File: config.mk
export PLATFORM = sky130hd
export DESIGN_NAME = serial_word_deserializer
export DESIGN_NICKNAME = d
export VERILOG_FILES = /design/src/rtl/deser_pkg.sv /design/src/rtl/deser_shift_core.sv /design/src/rtl/serial_word_deserializer.sv
export SDC_FILE = /design/constraint.sdc
export NUM_CORES = 1
export LEC_CHECK = 0
export BUFFER_PORTS_ARGS = -buffer_cell sky130_fd_sc_hd__buf_2
export CAP_MARGIN = 20
export CORE_ASPECT_RATIO = 0.9
export CORE_MARGIN = 3
export CORE_UTILIZATION = 40
export DETAILED_ROUTE_END_ITERATION = 8
export PLACE_DENSITY_LB_ADDON = 0.1
export SYNTH_ARGS = -nofsm -noshare
export SYNTH_HDL_FRONTEND = slang
export SYNTH_SLANG_ARGS = --single-unit
File: constraint.sdc
create_clock -name clk -period 1.75 [get_ports clk]
set_input_delay 0.175 -clock clk [delete_from_list [all_inputs] [get_ports clk]]
set_output_delay 0.175 -clock clk [all_outputs]
set_load 0.1 [all_outputs]
File: src/rtl/deser_pkg.sv
// Shared types and helpers for the serial word deserializer.
// The DESER_PARITY_EN build adds a PAR state that waits for a trailing parity bit.
package deser_pkg;

    typedef enum logic [1:0] {
        IDLE = 2'd0,
        RECV = 2'd1,
        PAR  = 2'd2
    } state_t;

    localparam logic DIR_LSB_FIRST = 1'b0;
    localparam logic DIR_MSB_FIRST = 1'b1;

    // The counter has to reach n itself, so it needs clog2(n+1) bits.
    function automatic int cnt_width(input int n);
        return $clog2(n + 1);
    endfunction

endpackage

File: src/rtl/deser_shift_core.sv
// Shift register, bit counter and direction latch for the deserializer.
// word is the value that includes the bit accepted on this edge, so completion can use it directly.
module deser_shift_core
    import deser_pkg::*;
#(
    parameter int n = 64
) (
    input  logic         clk,
    input  logic         reset_n,
    input  logic         shift_en,
    input  logic         restart,
    input  logic         ser_in,
    input  logic         dir,
    output logic [n-1:0] word,
    output logic         cnt_done
);

    localparam int CW = cnt_width(n);

    logic [n-1:0]  shreg;
    logic [n-1:0]  base;
    logic [n-1:0]  word_next;
    logic [CW-1:0] cnt;
    logic          dir_q;
    logic          dir_eff;

    // NOTE: every signal written in an always_comb gets a value on every path; otherwise a latch is inferred.
    always_comb begin
        base      = restart ? '0 : shreg;
        dir_eff   = restart ? dir : dir_q;
        word_next = (dir_eff == DIR_MSB_FIRST) ? {base[n-2:0], ser_in}
                                                : {ser_in, base[n-1:1]};
        word      = shift_en ? word_next : shreg;
        cnt_done  = shift_en && !restart && (cnt == CW'(n - 1));
    end

    // NOTE: sequential state uses non-blocking assignments so every register samples pre-edge values.
    always_ff @(posedge clk or negedge reset_n) begin
        if (!reset_n) begin
            shreg <= '0;
            cnt   <= '0;
            dir_q <= DIR_LSB_FIRST;
        end else if (shift_en) begin
            shreg <= word_next;
            cnt   <= restart ? CW'(1) : cnt + CW'(1);
            if (restart) begin
                dir_q <= dir;
            end
        end
    end

endmodule

File: src/rtl/serial_word_deserializer.sv
// Serial-in/parallel-out receiver with a one-deep valid/ready output buffer.
// Define DESER_PARITY_EN to require an even-parity bit after each word and add the parity_err output.
module serial_word_deserializer
    import deser_pkg::*;
#(
    parameter int n = 64
) (
    input  logic         clk,
    input  logic         reset_n,
    input  logic         ser_en,
    input  logic         ser_in,
    input  logic         ser_start,
    input  logic         dir,
    input  logic         out_ready,
    input  logic         clr_ovr,
    output logic [n-1:0] out_data,
    output logic         out_valid,
    output logic         overrun,
    output logic         frame_err,
`ifdef DESER_PARITY_EN
    output logic         parity_err,
`endif
    output logic         busy
);

    state_t       state;
    logic         restart;
    logic         shift_en;
    logic         cnt_done;
    logic         deliver;
    logic [n-1:0] word;

    // A start bit is always accepted; data bits only while a word is open.
    assign restart  = ser_en && ser_start;
    assign shift_en = ser_en && (ser_start || (state == RECV));
    assign busy     = (state != IDLE);

    deser_shift_core #(.n(n)) u_core (
        .clk      (clk),
        .reset_n  (reset_n),
        .shift_en (shift_en),
        .restart  (restart),
        .ser_in   (ser_in),
        .dir      (dir),
        .word     (word),
        .cnt_done (cnt_done)
    );

`ifdef DESER_PARITY_EN
    logic word_par_err;
    // In PAR the core holds, so word is the finished word and ser_in is the parity bit.
    assign deliver      = ser_en && !ser_start && (state == PAR);
    assign word_par_err = ^{word, ser_in};
`else
    assign deliver = cnt_done;
`endif

    always_ff @(posedge clk or negedge reset_n) begin
        if (!reset_n) begin
            state     <= IDLE;
            out_data  <= '0;
            out_valid <= 1'b0;
            overrun   <= 1'b0;
            frame_err <= 1'b0;
`ifdef DESER_PARITY_EN
            parity_err <= 1'b0;
`endif
        end else begin
            frame_err <= 1'b0;
            if (out_valid && out_ready) begin
                out_valid <= 1'b0;
            end
            // Clear comes first so a same-edge overrun overrides it.
            if (clr_ovr) begin
                overrun <= 1'b0;
            end
            if (deliver) begin
                if (!out_valid || out_ready) begin
                    out_data  <= word;
                    out_valid <= 1'b1;
`ifdef DESER_PARITY_EN
                    parity_err <= word_par_err;
`endif
                end else begin
                    overrun <= 1'b1;
                end
            end

            case (state)
                IDLE: begin
                    if (restart) begin
                        state <= RECV;
                    end
                end
                RECV: begin
                    if (restart) begin
                        frame_err <= 1'b1;
                    end else if (cnt_done) begin
`ifdef DESER_PARITY_EN
                        state <= PAR;
`else
                        state <= IDLE;
`endif
                    end
                end
`ifdef DESER_PARITY_EN
                PAR: begin
                    if (restart) begin
                        frame_err <= 1'b1;
                        state     <= RECV;
                    end else if (ser_en) begin
                        state <= IDLE;
                    end
                end
`endif
                default: state <= IDLE;
            endcase
        end
    end

endmodule
; ---- Yosys cells after proc, flatten, opt, wreduce, memory -nomap -nowiden
; Index checks and enable logic that the tools add are counted.
; Widths: inputs -> output; s select.
[totals]
memories = 0
latch_bits = 0
regBits = 141
output_inout_bits = 68
ramBits = 0
rom_bits = 0
input_bits = 8
[op_classes]
muxes = 17
div_mod_pow = 0
addsub = 1
mul = 0
n_lt_le_gt_ge = 0
n_eq_ne = 5
reduce_logical = 13
n_bitwise = 0
n_shift = 0
[ops]
columns = cell, count
row1 = $mux 64, 3
row2 = $mux 1, 9
row3 = $add 7x1->7 const B, 1
row4 = $eq 7x6->1 const B, 1
row5 = $mux 7, 1
row6 = $mux 2, 3
row7 = $logic_and 1x1->1, 5
row8 = $ne 2x2->1 const B, 2
row9 = $pmux 2 s2, 1
row10 = $reduce_and 3->1, 1
row11 = $eq 2x1->1 const B, 1
row12 = $logic_not 1->1, 2
row13 = $logic_not 2->1, 1
row14 = $logic_or 1x1->1, 2
row15 = $ne 2x1->1 const B, 1
row16 = $reduce_and 2->1, 1
row17 = $reduce_bool 2->1, 1

; ---- Logic depth before layout (Yosys ltp)
; Gate-level depths: netlist of run 1.
[logic_depth]
word_depth = 8
depth_mapped = 7
mapped_depth_nobuf = 5

; ---- Cells and area by module
; Synthesis of run 1 repeated with hierarchy kept, for this count alone.
[hier_totals]
hier_cells = 408
area_unflattened_um2 = 6138.4
[modules_own_cells]
columns = mod, cells_each, area_per_inst_um2, instances
row1 = deser_shift_core, 260, 3353.2, 1
row2 = serial_word_deserializer, 148, 2785.2, 1

; ---- Least setup slack after synthesis of run 1
; OpenSTA, ideal clock, no wires.
[synth_timing]
kind = reg2reg
from = reg state[0]
to = reg out_data[10]
setup_slack_ps = -844
setup_ps = 125
path_stages_with_launch = 7
t_arrival_ps = 2468
synth_period_minus_slack_ps = 2594
cell_sequence = dfrtp_1 -> nand3b_4 -> or4_4 -> nand2b_4 -> buf_6 -> buf_6 -> mux2_4
[synth_via]
elab_chain_cells = 6
elab_cells_between_ends = 7
[synth_lines]
columns = element, line_no
row1 = start: declaration, serial_word_deserializer.sv:26  ; state_t state;
row2 = start signal: assignment, serial_word_deserializer.sv:60  ; state <= IDLE;
row3 = start signal: assignment, serial_word_deserializer.sv:92  ; state <= RECV;
row4 = start signal: assignment, serial_word_deserializer.sv:102  ; state <= IDLE;
row5 = $eq 2x1->1 (*), serial_word_deserializer.sv:35  ; assign shift_en = ser_en && (ser_start || (state == RECV));
row6 = $logic_or 1x1->1 (*), serial_word_deserializer.sv:35
row7 = $logic_and 1x1->1 (*), serial_word_deserializer.sv:35
row8 = $logic_and 1x1->1 (2 in series), deser_shift_core.sv:34  ; cnt_done = shift_en && !restart && (cnt == CW'(n - 1));
row9 = $reduce_and 2->1 (no source line), n/a
row10 = end signal: assignment, serial_word_deserializer.sv:79  ; out_data <= word;
row11 = end: declaration, serial_word_deserializer.sv:16  ; output logic [n-1:0] out_data,
; Every way passes the cells marked *; elsewhere a longest branch is shown, timed or not.
; A chain may end at the register's enable or synchronous reset.

; ---- Worst setup path in the final report of run 1
[layout_timing]
from = reg u_core.cnt[1]
to = reg out_data[61]
[layout_via]
elab_chain_cells = 3
[layout_lines]
columns = element, line_no
row1 = start: declaration, deser_shift_core.sv:23  ; logic [CW-1:0] cnt;
row2 = start signal: assignment, deser_shift_core.sv:45  ; cnt <= restart ? CW'(1) : cnt + CW'(1);
row3 = $eq 7x6->1, deser_shift_core.sv:34
row4 = $logic_and 1x1->1, deser_shift_core.sv:34
row5 = $reduce_and 2->1 (no source line), n/a
; Every way passes these cells.

==> metrics.yaml, run 1 <==
clocking:
  cts_tree: "built"
  clock-root-buffer: "clkbuf_16"
  clock_path_buffers: 2
  clk_pin_slew_ps: 50
  clock_latency_ps: 420
  cts_num_sinks: 140
  htreeDepth: 4
  cts_made_buffers: 17
global_route:
  grt_pass1_vias: 4057
  overflow: 0
  grt_use_met2_pct: 26.0
  grt_max_degree: 52
  met3_usage_pct: 4.56
  antenna_found_initial: 0
  grt.busiest_layer: "met2"
  grt_pass1_wl_um: 21900
  grt_usage_pct: 16.9
  use_met1_pct: 23.2
setup_path:
  rrSetupSlack_ps: -200
  crit_arrival_ps: 2250
  crit_fanout: 5
  reg2reg_from: "u_core.cnt[1]"
  critPathCaptureType: "flop"
  r2r-end: "out_data[61]"
  worstSetupPathType: "reg2reg"
  worst_r2r_path_depth: 7
  start_kind: "flop"
  cp.required_ps: 2050
synthesis:
  yosys_warnings: 0
  yosysTopAreaCell: "dfrtp_1"
  synth_seq_cells: 140
  syn_nets: 481
  synth_area_leaders: "dfrtp_1 (57%), mux2_4 (14%), mux2i_1 (10%), o21ai_0 (4.9%), nand2_1 (2.7%)"
  netlist_area_mm2: 0.00613
  yosysTopAreaCellShare_pct: 57.2
  synth_area_per_cell_um2: 13.0
  synth-seq-area-share_pct: 57.2
  synth.distinct_cells: 34
  syn_inst: 472
run_status:
  violations: "negative setup slack"
  status: "finished with violations"
timing:
  max_slew_margin_pct: 66.4
  period_needed_ps: 1950
  max_freq_ghz: 0.513
  setup_slack_ps: -201
  slew_viol_final: 0
  rsz0062_at_grt: "yes"
  finalHoldViolCount: 0
  setup_viol: 64
  finClkSkew_ps: 10.1
  tightest_slew_ps: 503
  timing.final.crit_share_pct: 111
placement:
  port_buffers: 75
  place.gp.congestion: 0.729
  dp_hpwl_um: 8100
  placed_area_mm2: 0.00690
detailed_routing:
  route.detailed.drc: 0
  drt_first_pass_iters: 4
  wl_um: 13200
  avgViaCountPerCell: 4.95
  drtIter0Drc: 226
  wire_per_inst_um: 16.7
  dr_total_vias: 3903
  ant_nets: 0
final_layout:
  final_common_cell: "dfrtp_1"
  multiInputGateArea_mm2: 0.00245
  post-route-util_pct: 52.5
  drive_gt1_share_pct: 36.9
  seqCellArea_mm2: 0.00351
  post-route-cell-area_mm2: 0.00780
  area_growth_pct: 27.3
  final_cell_mix: "dfrtp_1 (138), buf_2 (74), mux2i_1 (64)"
  nFillCells: 1295
  nets: 588
  diodes: 0
power:
  powerDensity_mw_per_mm2: 976
  peakVddDrop_mv: 0.706
  p_leak_nw: 4.14
floorplan:
  io_pins: 76
  fp.dieW_um: 136
  die-area_mm2: 0.0168
  core_area_mm2: 0.0149
  fp-row-count: 42
  initial_core_util_pct: 41.2
  die_h_um: 123
hold_path:
  hold_end: "u_core.dir_q"
  holdCritPathClass: "in2reg"
  min_path_cells: 2
  worstHoldStart: "dir"
run:
  maxCapViolCount: 0
-- worst max-delay path, cell delays in order (launching register included) --
cell and delay, ps:
dfrtp_1 360, ha_2 190, nand3_2 60, or4_4 410
nand2b_4 200, buf_12 160, buf_12 140, mux2_4 290
-- state kept, by name, indices dropped and copies added, names as in the netlist --
name	flops
state	1
u_core.cnt	7
out_valid	1
frame_err	1
out_data	64
overrun	1
u_core.shreg	64
u_core.dir_q	1
-- logic make-up (layout without fill, tap and decap cells) --
group           Yosys count  in the layout  synth area share (%)
fa+ha+maj                 1              1                 0.204
compound gates          105            105                  8.98
buf+inv                  39            157                  3.43
xor+xnor                  1              1                 0.143
flops                   140            140                  57.2
simple gates             59             59                  4.51
mux                     127            127                  25.6
-- worst max path at each step --
stage / slack (ps) / startpoint / cells past startpoint / end
2_1_floorplan: -320 / state[0] / 6 / out_data[10]
3_3_place_gp: -190 / u_core.cnt[0] / 6 / out_data[2]
3_5_place_dp: -230 / u_core.cnt[1] / 6 / out_data[4]
4_1_cts: -200 / state[0] / 6 / out_data[53]
5_1_grt: -240 / u_core.cnt[0] / 7 / out_data[44]
6_report: -200 / u_core.cnt[1] / 7 / out_data[61]
-- cell usage after synthesis --
library cell and count:
dfrtp_1 140, mux2i_1 64, o21ai_0 60, mux2_4 58
nand2_1 44, a21oi_1 29, clkbuf_1 17, buf_6 8
o21ai_1 8, inv_1 7, buf_1 4, mux2_1 4
buf_2 3, nand3_1 3, nor2_1 2, nor2b_1 2
o31ai_1 2, a211oi_1 1, a21boi_0 1, a22o_1 1
and2_0 1, and3_1 1, ha_1 1, mux2_2 1
nand2b_1 1, nand2b_4 1, nand3b_4 1, nor3_1 1
nor3b_1 1, o221a_2 1, o22ai_1 1, o311ai_0 1
or4_4 1, xnor2_1 1
-- power breakdown --
| part | switching [W] | total, W | internal [W] |
|---|---|---|---|
| clock network | 0.00129 | 0.00341 | 0.00212 |
| logic | 0.000409 | 0.000723 | 0.000315 |
| registers | 0.000108 | 0.00349 | 0.00338 |
-- per-stage QoR --
stage / setup TNS, ps / power, W / instances / hold WS (ps) / worst slack [ps]
detailed placement: -12670 / 0.00425 / 741 / 156 / -230
floorplan: -19740 / 0.00397 / 472 / -121 / -323
global route: -12920 / 0.00797 / 788 / 65.7 / -238
global placement: -10820 / 0.00423 / 741 / 156 / -190
finish: -10200 / 0.00762 / 788 / 65.9 / -201
CTS: -11030 / 0.00771 / 787 / 39.5 / -196
-- cell type report --
class / count / share of cell area, %
tap: 198 / 3.18
clock buffer: 24 / 6.43
clock inverter: 6 / 0.786
multi-input combinational: 293 / 31.4
timing repair buffer: 120 / 12.9
sequential: 140 / 45.0
inverter: 7 / 0.337
-- timing repair --
| item | 4_1_cts | 5_1_grt |
|---|---|---|
| gates resized for setup | 19 | 0 |
| buffers inserted | 7 | 1 |
| gates cloned | 7 | 1 |
| endpoints found under the hold margin | 48 | 0 |
| hold buffers | 2 | 0 |
| setup endpoints to repair | 63 | 64 |
| pin swaps | 3 | 1 |
-- metal layers --
metal / part of all wire [%] / wire length (µm) / vias to the layer above
li1: - / - / 1890
met1: 47 / 6260 / 1940
met2: 48 / 6300 / 63
met3: 3.6 / 478 / 10
met4: 1.1 / 144 / 0
met5: 0 / 0 / -
No activity file was read; power rests on OpenSTA's default activity.
==> run 2: changes to the inputs <==
- CTS_BUF_LIST: unset -> sky130_fd_sc_hd__clkbuf_4 sky130_fd_sc_hd__clkbuf_8
==> metrics.yaml, run 2 (same netlist as run 1, synthesis figures left out) <==
setup_path:
  worstPathBufferInverterCount: 2  # unchanged
  reg2reg_from: "state[0]"
  crit_fanout: 7  # +2
  crit_family: "simple AND/OR/NAND/NOR gates"
  critPathCaptureType: "flop"
  worstSetupPathType: "reg2reg"
  crit_chain: "nand3b_4 -> or4_4 -> nand2b_4 -> buf_6 -> buf_16 -> mux2_4"
  worst_r2r_path_depth: 6  # -1
  slowest_stage: "or4_4"
  crit_arrival_ps: 2260  # about the same
  start_kind: "flop"
  cp.required_ps: 2060  # about the same
  rrSetupSlack_ps: -200  # about the same
  r2r-end: "out_data[50]"
  max_stage_delay_ps: 520  # +110 ps
clocking:
  clock_path_buffers: 2  # unchanged
  htreeDepth: 4  # unchanged
  cts_tree: "built"
  clk_pin_slew_ps: 80  # +30 ps
  clock-root-buffer: "clkbuf_8"
  clock_latency_ps: 440  # +20 ps
  cts_num_sinks: 140  # unchanged
  cts_made_buffers: 17  # unchanged
global_route:
  grt_max_degree: 52  # unchanged
  grt_pass1_wl_um: 21700  # -0.75%
  overflow: 0  # unchanged
  grt_pass1_vias: 4038  # -0.47%
  grt_usage_pct: 16.7  # -0.22 points
  antenna_found_initial: 0  # unchanged
timing:
  finalHoldViolCount: 0  # unchanged
  slew_viol_final: 0  # unchanged
  fin_hold_ws_ps: 54.5  # -11.4 ps
  rsz0062_at_grt: "yes"
  setup_slack_ps: -203  # -2.26 ps
  timing.final.crit_share_pct: 112  # +0.13 points
  period_needed_ps: 1950  # +2.26 ps
  tightest_slew_ps: 500  # -3.51 ps
  finClkSkew_ps: 13.7  # +3.63 ps
  max_freq_ghz: 0.512  # -0.12%
  max_slew_margin_pct: 66.7  # +0.23 points
  setup_viol: 62  # -3.1%
placement:
  place.gp.congestion: 0.729  # unchanged
  placed_area_mm2: 0.00690  # unchanged
  port_buffers: 75  # unchanged
  dp_cells: 741  # unchanged
  dp_hpwl_um: 8100  # unchanged
detailed_routing:
  wire_per_inst_um: 16.2  # -2.9%
  wl_met1_um: 6060  # -3.2%
  routed.top_layer: "met4"
  route.detailed.drc: 0  # unchanged
  route.met3.wl_um: 484  # +1.3%
  ant_nets: 0  # unchanged
  wl_um: 12800  # -3.2%
  avgViaCountPerCell: 4.94  # -0.31%
  routed-wl-met2_um: 6070  # -3.7%
  drtIter0Drc: 210  # -7.1%
  dr_total_vias: 3876  # -0.69%
  drt_first_pass_iters: 5  # +1
final_layout:
  final_common_cell: "dfrtp_1"
  diodes: 0  # unchanged
  nFillCells: 1326  # +2.4%
  instances_no_fill: 785  # -0.38%
  multiInputGateArea_mm2: 0.00245  # unchanged
  final_cell_mix: "dfrtp_1 (138), buf_2 (74), mux2i_1 (64)"
  seqCellArea_mm2: 0.00351  # unchanged
  reg_top3: "out_data: 64 flops, u_core.shreg: 64 flops, u_core.cnt: 7 flops"
  drive_gt1_share_pct: 37.0  # about the same
  area_growth_pct: 22.8
  post-route-cell-area_mm2: 0.00752  # -3.6%
  nets: 585  # -0.51%
floorplan:
  core_area_mm2: 0.0149  # unchanged
  die-area_mm2: 0.0168  # unchanged
  io_pins: 76  # unchanged
  fp.dieW_um: 136  # unchanged
  die_h_um: 123  # unchanged
  fp-row-count: 42  # unchanged
  initial_core_util_pct: 41.2  # unchanged
run_status:
  status: "finished with violations"
  violations: "negative setup slack"
power:
  peakVddDrop_mv: 0.523  # -26%
  p_leak_nw: 4.01  # -3.2%
  powerDensity_mw_per_mm2: 886  # -9.2%
hold_path:
  worstHoldStart: "dir"
  hold_end: "u_core.dir_q"
  min_path_cells: 2  # unchanged
  holdCritPathClass: "in2reg"
run:
  maxCapViolCount: 0  # unchanged
## run 2: cell count changes in the layout (fill, tap and decap cells not counted), sizes merged
cell / change
clkbuf: -1
buf: -2
## run 2: how the worst max path moves through the flow
stage / endpoint / from / slack, ps / cells after the start
2_1_floorplan: out_data[10] / state[0] / -320 / 6
3_3_place_gp: out_data[2] / u_core.cnt[0] / -190 / 6
3_5_place_dp: out_data[4] / u_core.cnt[1] / -230 / 6
4_1_cts: out_data[50] / state[0] / -200 / 6
5_1_grt: out_data[50] / u_core.cnt[1] / -260 / 7
6_report: out_data[50] / state[0] / -200 / 6
## run 2: per-layer routing
metal  track usage [%]  up-vias
met1              23.1     1910
met3              4.23       11
li1                  -     1882
met2              25.8       73
met4              5.35        0
met5                 0        -
## run 2: area by class of cell
cell class	instances	area share [%]
sequential	140	46.7
multi-input combinational	293	32.6
timing repair buffer	117	12.1
clock buffer	24	4.22
tap	198	3.29
clock inverter	6	0.815
inverter	7	0.349
## run 2: worst reg2reg max path: stages, from the launching register on
cell and delay (ps):
dfrtp_4 430, nand3b_4 90, or4_4 520, nand2b_4 210
buf_6 160, buf_16 140, mux2_4 290
## run 2: timing repair
action | 4_1_cts | 5_1_grt
endpoints found under the setup margin | 63 | 64
hold buffers | 2 | 0
pin swaps | 1 | 2
buffers inserted | 8 | 2
hold endpoints to repair | 48 | 0
gates resized for setup | 18 | 2
cloned | 6 | 0
## run 2: metrics by stage
step | worst slack (ps) | utilization, % | TNS, ps | total power (W)
after floorplan | -323 | - | -19740 | 0.00397
after global placement | -190 | 46.4 | -10820 | 0.00423
after detailed placement | -230 | 46.4 | -12670 | 0.00425
after CTS | -197 | 50.9 | -11530 | 0.00677
after global routing | -257 | 50.6 | -12110 | 0.00704
final | -203 | 50.6 | -9130 | 0.00667
## run 2: report_power, final
group          switching (W)  internal [W]
logic               0.000407      0.000315
clock network        0.00114       0.00132
registers           0.000107       0.00337
==> run 3: changes to the inputs <==
- PLACE_DENSITY_LB_ADDON: 0.1 -> unset
- SLEW_MARGIN: unset -> 20
==> metrics.yaml, run 3 (same netlist as run 1, synthesis figures left out) <==
run_status:
  status: "finished with violations"
  violations: "negative setup slack"
global_route:
  grt_pass1_vias: 3956  # -2.0%
  overflow: 0  # unchanged
  antenna_found_initial: 0  # unchanged
  grt_pass1_wl_um: 21300  # -2.2%
  grt_usage_pct: 16.3  # -0.45 points
  grt_max_degree: 55  # +5.8%
final_layout:
  reg_top3: "out_data: 64 flops, u_core.shreg: 64 flops, u_core.cnt: 7 flops"
  final_cell_mix: "dfrtp_1 (138), buf_2 (74), mux2i_1 (64)"
  final_common_cell: "dfrtp_1"
  nFillCells: 1311  # -1.1%
  diodes: 0  # unchanged
  area_growth_pct: 21.6
  drive_gt1_share_pct: 35.7  # -1.2 points
  nets: 578  # -1.2%
floorplan:
  fp.dieW_um: 136  # unchanged
  die_h_um: 123  # unchanged
  io_pins: 76  # unchanged
  initial_core_util_pct: 41.2  # unchanged
  core_area_mm2: 0.0149  # unchanged
  fp-row-count: 42  # unchanged
  die-area_mm2: 0.0168  # unchanged
detailed_routing:
  ant_nets: 0  # unchanged
  avgViaCountPerCell: 4.96  # +0.51%
  wire_per_inst_um: 16.2  # -0.24%
  drtIter0Drc: 239  # +14%
  route.detailed.drc: 0  # unchanged
  wl_um: 12600  # -0.88%
  drt_first_pass_iters: 4  # -1
  dr_total_vias: 3871  # -0.13%
clocking:
  htreeDepth: 4  # unchanged
  clk_pin_slew_ps: 80  # about the same
  clock-root-buffer: "clkbuf_8"
  cts_made_buffers: 17  # unchanged
  clock_latency_ps: 450  # about the same
  clock_path_buffers: 2  # unchanged
  cts_num_sinks: 140  # unchanged
  cts_tree: "built"
setup_path:
  slowest_stage: "or4_4"
  critPathCaptureType: "flop"
  crit_family: "simple AND/OR/NAND/NOR gates"
  crit_chain: "ha_2 -> nand3_2 -> or4_4 -> nand2b_4 -> buf_8 -> buf_12 -> mux2_4"
  crit_fanout: 16  # +9
  crit_arrival_ps: 2310  # +50 ps
  worstSetupPathType: "reg2reg"
  cp.required_ps: 2080  # +20 ps
  start_kind: "flop"
  worstPathBufferInverterCount: 2  # unchanged
  max_stage_delay_ps: 420  # -100 ps
hold_path:
  holdCritPathClass: "in2reg"
timing:
  setup_viol: 64  # +3.2%
  finalHoldViolCount: 0  # unchanged
  max_slew_margin_pct: 65.6  # -1.1 points
  period_needed_ps: 1980  # +23.8 ps
  fin_hold_ws_ps: 55.0  # +0.549 ps
  timing.final.crit_share_pct: 113  # +1.4 points
  max_freq_ghz: 0.506  # -1.2%
  rsz0062_at_grt: "yes"
  setup_slack_ps: -227  # -23.8 ps
  slew_viol_final: 0  # unchanged
  finClkSkew_ps: 14.0  # +0.250 ps
  fin_setup_tns_ps: -12490  # -3350 ps
  tightest_slew_ps: 517  # +16.8 ps
power:
  p_leak_nw: 3.96  # -1.4%
  peakVddDrop_mv: 0.467  # -11%
  powerDensity_mw_per_mm2: 911  # +2.8%
placement:
  place.gp.congestion: 0.707  # -3.0%
  port_buffers: 75  # unchanged
  dp_hpwl_um: 8120  # +0.28%
run:
  maxCapViolCount: 0  # unchanged
==> run 3: cell count changes in the layout (fill, tap and decap cells not counted), moves of 2 or more <==
cell / delta
buf_4: -4
mux2_4: -4
mux2_1: +4
buf_16: -3
inv_6: +2
buf_6: -6
buf_12: +5
clkbuf_8: -5
clkinvlp_4: +3
==> run 3: stage by stage <==
step / power (W) / std cells / setup slack [ps] / cell area [µm²] / util, %
2_1_floorplan: 0.00397 / 472 / -323 / 6130 / -
3_3_place_gp: 0.00422 / 739 / -192 / 6900 / 46.4
3_5_place_dp: 0.00425 / 739 / -237 / 6900 / 46.4
4_1_cts: 0.00686 / 779 / -216 / 7440 / 50.0
5_1_grt: 0.00711 / 780 / -291 / 7450 / 50.1
6_report: 0.00679 / 780 / -227 / 7450 / 50.1
==> run 3: final timing paths <==
path | from | end | slack (ps) | cells past startpoint
setup / recovery | u_core.cnt[0] | out_data[60] | -230 | 7
hold / removal | dir | u_core.dir_q | 60 | 2
setup reg to reg | u_core.cnt[0] | out_data[60] | -230 | 7
hold reg to reg | out_data[4] | out_data[4] | 500 | 1
max in group asynchronous | reset_n | state[0] | 870 | 3
min in group asynchronous | reset_n | out_data[31] | 240 | 2
==> run 3: report_power, final <==
group	switching, W	internal [W]
registers	0.000106	0.00337
clock network	0.00131	0.00128
logic	0.000410	0.000319
total	0.00182	0.00497
==> run 3: timing repair <==
item,in CTS,in global routing
buffers inserted,3,1
gates cloned,3,0
resized for setup,7,1
hold buffers,2,0
setup endpoints to repair,64,64
endpoints found under the hold margin,53,0
pin swaps,2,1
==> run 3: final cells by class <==
type | count | area [µm²] | area share (%)
clock buffers | 18 | 241 | 3.24
clock inverters | 14 | 145 | 1.95
inverters | 7 | 26.3 | 0.353
multi-input cells | 293 | 2430 | 32.7
flip-flops and latches | 140 | 3510 | 47.1
well taps | 198 | 248 | 3.32
repair buffers | 110 | 846 | 11.3
==> run 3: worst reg2reg max path, stage by stage (launching register included) <==
cell	delay, ps
dfrtp_1	360
ha_2	200
nand3_2	80
or4_4	420
nand2b_4	180
buf_8	160
buf_12	160
mux2_4	320
==> run 3: layer usage <==
metal,vias to the layer above,track usage [%],part of all wire (%)
li1,1868,-,-
met1,1923,22.8,48
met2,66,24.5,46
met3,14,4.48,3.7
met4,0,5.35,1.6
met5,-,0,0
